$ cat src/rtl/useq_pkg.sv
// Shared encodings for the microsequencer next-address controller.
package useq_pkg;

    localparam int AW = 12;

    // Next-address select field of the microword; 5-7 decode as sequential.
    typedef enum logic [2:0] {
        SEL_SEQ  = 3'd0,
        SEL_JUMP = 3'd1,
        SEL_CALL = 3'd2,
        SEL_RET  = 3'd3,
        SEL_DISP = 3'd4
    } sel_e;

    typedef enum logic [1:0] {
        FC_NONE = 2'b00,
        FC_OVF  = 2'b01,
        FC_UNF  = 2'b10
    } fault_code_e;

    typedef enum logic {
        ST_RUN   = 1'b0,
        ST_FAULT = 1'b1
    } state_e;

endpackage

$ cat src/rtl/useq_ret_stack.sv
// Return-address storage: one synchronous write port, one asynchronous read port.
// Contents are intentionally not reset; the controller's depth counter defines validity.
module useq_ret_stack #(
    parameter int AW    = 12,
    parameter int DEPTH = 16
) (
    input  logic                     clk,
    input  logic                     we,
    input  logic [$clog2(DEPTH)-1:0] waddr,
    input  logic [AW-1:0]            wdata,
    input  logic [$clog2(DEPTH)-1:0] raddr,
    output logic [AW-1:0]            rdata
);

    logic [AW-1:0] mem [DEPTH];

    // Write one return address per push.
    always_ff @(posedge clk) begin
        if (we) begin
            mem[waddr] <= wdata;
        end
    end

    assign rdata = mem[raddr];

endmodule

$ cat src/rtl/useq_stack_ctl.sv
// Microsequencer next-address controller with call/return stack and
// overflow/underflow trapping into a FAULT state. DEPTH must be a power of 2, >= 2.
module useq_stack_ctl #(
    parameter int            AW         = useq_pkg::AW,
    parameter int            DEPTH      = 16,
    parameter logic [AW-1:0] RESET_ADDR = '0
) (
    input  logic                   clk,
    input  logic                   rst_n,
    input  logic                   clken,
    input  logic [2:0]             sel,
    input  logic [AW-1:0]          j,
    input  logic [AW-1:0]          disp,
    input  logic                   flush,
    input  logic                   fault_clr,
    output logic [AW-1:0]          addr,
    output logic [$clog2(DEPTH):0] depth,
    output logic                   fault,
    output logic [1:0]             fault_code
);

    import useq_pkg::*;

    localparam int            IW   = $clog2(DEPTH);
    localparam int            DW   = IW + 1;
    localparam logic [DW-1:0] FULL = DW'(DEPTH);

    state_e        state_q, state_n;
    fault_code_e   fc_q, fc_n;
    logic [AW-1:0] addr_n;
    logic [DW-1:0] depth_n;
    logic          push;
    logic [AW-1:0] seq_addr;
    logic [IW-1:0] top_idx;
    logic [AW-1:0] ret_addr;

    assign seq_addr = addr + 1'b1;
    // At depth==DEPTH the low bits wrap to 0, so top_idx still lands on the last entry.
    assign top_idx  = depth[IW-1:0] - 1'b1;

    // A RET right after a CALL needs no forwarding: the push is written at the
    // CALL edge and the read port is combinational during the following cycle.
    useq_ret_stack #(
        .AW    (AW),
        .DEPTH (DEPTH)
    ) u_stack (
        .clk   (clk),
        .we    (push & clken),
        .waddr (depth[IW-1:0]),
        .wdata (seq_addr),
        .raddr (top_idx),
        .rdata (ret_addr)
    );

    // Next-state, next-address and stack-pointer selection.
    always_comb begin
        state_n = state_q;
        fc_n    = fc_q;
        addr_n  = addr;
        depth_n = depth;
        push    = 1'b0;
        case (state_q)
            ST_RUN: begin
                if (flush) begin
                    addr_n  = RESET_ADDR;
                    depth_n = '0;
                end else begin
                    case (sel)
                        SEL_JUMP: addr_n = j;
                        SEL_DISP: addr_n = j | disp;
                        SEL_CALL: begin
                            if (depth != FULL) begin
                                push    = 1'b1;
                                depth_n = depth + 1'b1;
                                addr_n  = j;
                            end else begin
                                fc_n    = FC_OVF;
                                state_n = ST_FAULT;
                            end
                        end
                        SEL_RET: begin
                            if (depth != '0) begin
                                addr_n  = ret_addr;
                                depth_n = depth - 1'b1;
                            end else begin
                                fc_n    = FC_UNF;
                                state_n = ST_FAULT;
                            end
                        end
                        default: addr_n = seq_addr;
                    endcase
                end
            end
            ST_FAULT: begin
                if (flush) begin
                    state_n = ST_RUN;
                    fc_n    = FC_NONE;
                    addr_n  = RESET_ADDR;
                    depth_n = '0;
                end else if (fault_clr) begin
                    state_n = ST_RUN;
                    fc_n    = FC_NONE;
                end
            end
            default: state_n = ST_RUN;
        endcase
    end

    // Register all controller state, advancing only on enabled microcycles.
    always_ff @(posedge clk or negedge rst_n) begin
        if (!rst_n) begin
            state_q <= ST_RUN;
            fc_q    <= FC_NONE;
            addr    <= RESET_ADDR;
            depth   <= '0;
        end else if (clken) begin
            state_q <= state_n;
            fc_q    <= fc_n;
            addr    <= addr_n;
            depth   <= depth_n;
        end
    end

    assign fault      = (state_q == ST_FAULT);
    assign fault_code = fc_q;

endmodule

$ cat config.mk
export PLATFORM = sky130hd
export DESIGN_NAME = useq_stack_ctl
export DESIGN_NICKNAME = d
export VERILOG_FILES = /design/src/rtl/useq_pkg.sv /design/src/rtl/useq_ret_stack.sv /design/src/rtl/useq_stack_ctl.sv
export SDC_FILE = /design/constraint.sdc
export NUM_CORES = 1
export LEC_CHECK = 0
export CAP_MARGIN = 20
export CORE_AREA = 5 5 138 140
export CTS_CLUSTER_SIZE = 12
export DETAILED_ROUTE_END_ITERATION = 8
export DIE_AREA = 0 0 143 145
export GPL_ROUTABILITY_DRIVEN = 0
export PLACE_DENSITY = 0.71
export SLEW_MARGIN = 10
export SYNTH_ARGS = -nofsm -noshare
export SYNTH_HDL_FRONTEND = slang
export SYNTH_SLANG_ARGS = --single-unit
$ cat constraint.sdc
create_clock -name clk -period 9.76 [get_ports clk]
set_clock_uncertainty 0.1 [all_clocks]
set_input_delay 2.44 -clock clk [delete_from_list [all_inputs] [get_ports clk]]
set_output_delay 2.44 -clock clk [all_outputs]
set_load 0.005 [all_outputs]
==> results.toml <==
[cts]
cts_max_level = 1
cts.sinks = 212
cts_tree = "done"
numCtsBuffers = 22
clk-insertion-delay-late_ps = 500
root_buffer = "clkbuf_16"
clockBufferDepth = 3
clk_pin_slew_ps = 60
ctsHoldBuffers = 0
postCtsResizedCells = 0
cts_setup_buffers = 0

[power]
leakage_nw = 3.65
p_per_area_nw_per_um2 = 205
peakVddDrop_mv = 0.106

[yosys]
synth_edf_count = 192
ys_seq_area_frac = 0.682
postSynthAreaPerCell_um2 = 15.6
yosys_warnings = 0
ys.flop_type = "edfxtp_1"
syn-num-nets = 629
synthArstFlopShare = 0.0943
yosys.cell_types.count = 49
syn_area_um2 = 9190
syn_inst = 587
ys_seq_elements = 212

[worst_hold_path]
hold_depth = 2
hp-class = "register to register"

[sta]
fin_crit_sh = 0.553
rsz0062_at_grt = "no"
min_period_ps = 5400
setup_slack_ps = 4360
fmax_ghz = 0.185
slew_violations = 0
tns_ps = 0
slew-limit-headroom = 0.277
hold_violations = 0
worst_slew_pin_slew_ps = 1080
setup_violations = 0

[critical_path]
cp_data_required_time_ps = 9770
crit_type = "input port to register"
crit_path_start_kind = "input port"
cp_slowest_cell = "clkdlybuf4s50_1"
cp_num_buf_inv = 1
cp_cell_sequence = "clkdlybuf4s50_1 > nor4_1 > nand2_1 > nor2_1"
cp_num_cells = 4
cp_max_fo = 31
max_stage_delay_ps = 930
crit_arrival_ps = 5400
r2r_cells = 6
cp_top_family = "simple AND/OR/NAND/NOR gates"
end_kind = "register"

[global_routing]
antenna_found_initial = 1
grt_use_total = 0.214
grt_pass1_vias = 5559
grt_first_pass_wirelength_mm = 33.9
grt-ovfl-total = 0
grt_max_degree = 57

[place]
numPortBuffers = 51
place_ws_ps = 3820
dp_hpwl_mm = 14.2

[drt]
vias_per_cell = 6.27
routed-via-count = 5567
route.detailed.drc = 0
drt_pre_antenna_iters = 5
ant_nets = 0
wirelength_mm = 22.0
drt_iter0_markers = 516
wl_per_cell_um = 24.8

[finish]
drive_gt1_frac = 0.164
diodes = 0
layout_commonest_cell = "edfxtp_1"
final_nets = 688
syn2layout_area_growth_pct = 16.9
final_cell_mix = "192 x edfxtp_1, 69 x nand2_1, 51 x clkdlybuf4s50_1"

[die]
coreArea_um2 = 17700
die_x_um = 143
io_pins = 52
num_rows = 49
dieArea_um2 = 20700
fp.dieH_um = 145
start_util = 0.518

[flow_run]
max_cap_violations = 0

[run_status]
status = "finished, final reports clean"
==> synthesized netlist by cell type (all sizes together) (4+ instances only) <==
master / count / share of area
edfxtp: 192 / 0.63
nand2: 69 / 0.028
mux4: 48 / 0.12
o21ai: 37 / 0.020
nand3: 28 / 0.015
dfrtp: 20 / 0.054
inv: 18 / 0.0074
nor2: 18 / 0.0074
clkbuf: 16 / 0.0065
buf: 15 / 0.0095
xnor2: 13 / 0.012
a21oi: 11 / 0.0060
a31oi: 10 / 0.0068
nor3: 10 / 0.0054
ha: 9 / 0.012
nand4: 7 / 0.0048
nand2b: 6 / 0.0041
o211ai: 6 / 0.0049
a21o: 5 / 0.0041
nor2b: 4 / 0.0027
o22ai: 4 / 0.0027
o31ai: 4 / 0.0033
xor2: 4 / 0.0046
==> through the flow <==
| stage | instances | area (um^2) | utilization | power, mW | hold slack, ps |
|---|---|---|---|---|---|
| 2_1_floorplan | 587 | 9190 | - | 1.29 | 372 |
| 5_1_grt | 888 | 10700 | 0.606 | 2.29 | 426 |
| 4_1_cts | 878 | 10600 | 0.599 | 2.21 | 396 |
| 3_3_place_gp | 841 | 9960 | 0.562 | 1.43 | 384 |
| 3_5_place_dp | 841 | 9960 | 0.562 | 1.44 | 387 |
| 6_report | 888 | 10700 | 0.606 | 2.20 | 394 |
==> flip-flops by register name, summed over array words and instances, names as in the netlist <==
register,count
u_stack.mem,192
fault_code,2
depth,5
addr,12
fault,1
==> metal layers <==
layer	wire length [um]	track usage
met5	0	0
met4	653	0.0756
met2	10800	0.344
met3	1610	0.0280
met1	8970	0.303
==> cell type report <==
type / instances / area [um^2]
Tap cell: 229 / 287
Inverter: 19 / 71.3
Fill cell: 1293 / 6980
Sequential cell: 212 / 6270
Clock inverter: 4 / 42.5
Timing Repair Buffer: 66 / 671
Multi-Input combinational cell: 325 / 2780
Clock buffer: 33 / 613
==> cell families after synthesis <==
family | after synthesis | synth area share
flops | 212 | 0.682
simple gates | 154 | 0.0775
compound gates | 93 | 0.0639
buf+inv | 50 | 0.0238
mux | 49 | 0.119
xor+xnor | 17 | 0.0170
fa+ha+maj | 12 | 0.0166
==> worst min-delay path: stages (launching register included) <==
cell	delay, ps
dfrtp_1	350
nand2_1	50
o31ai_1	60
==> final timing paths <==
| check | end | startpoint | slack [ps] |
|---|---|---|---|
| setup / recovery | u_stack.mem[8][7] | sel[0] | 4360 |
| hold / removal | fault_code[0] | fault_code[0] | 390 |
| setup reg to reg | u_stack.mem[8][7] | depth[0] | 6220 |
| hold reg to reg | fault_code[0] | fault_code[0] | 390 |
| max in group asynchronous | depth[0] | rst_n | 7070 |
| min in group asynchronous | fault_code[1] | rst_n | 2070 |
==> report_power, final <==
part / switching [mW] / internal, mW
combinational: 0.212 / 0.150
clock: 0.315 / 0.457
sequential: 0.0299 / 1.04
Note: power is estimated with default switching activity, not from simulation.
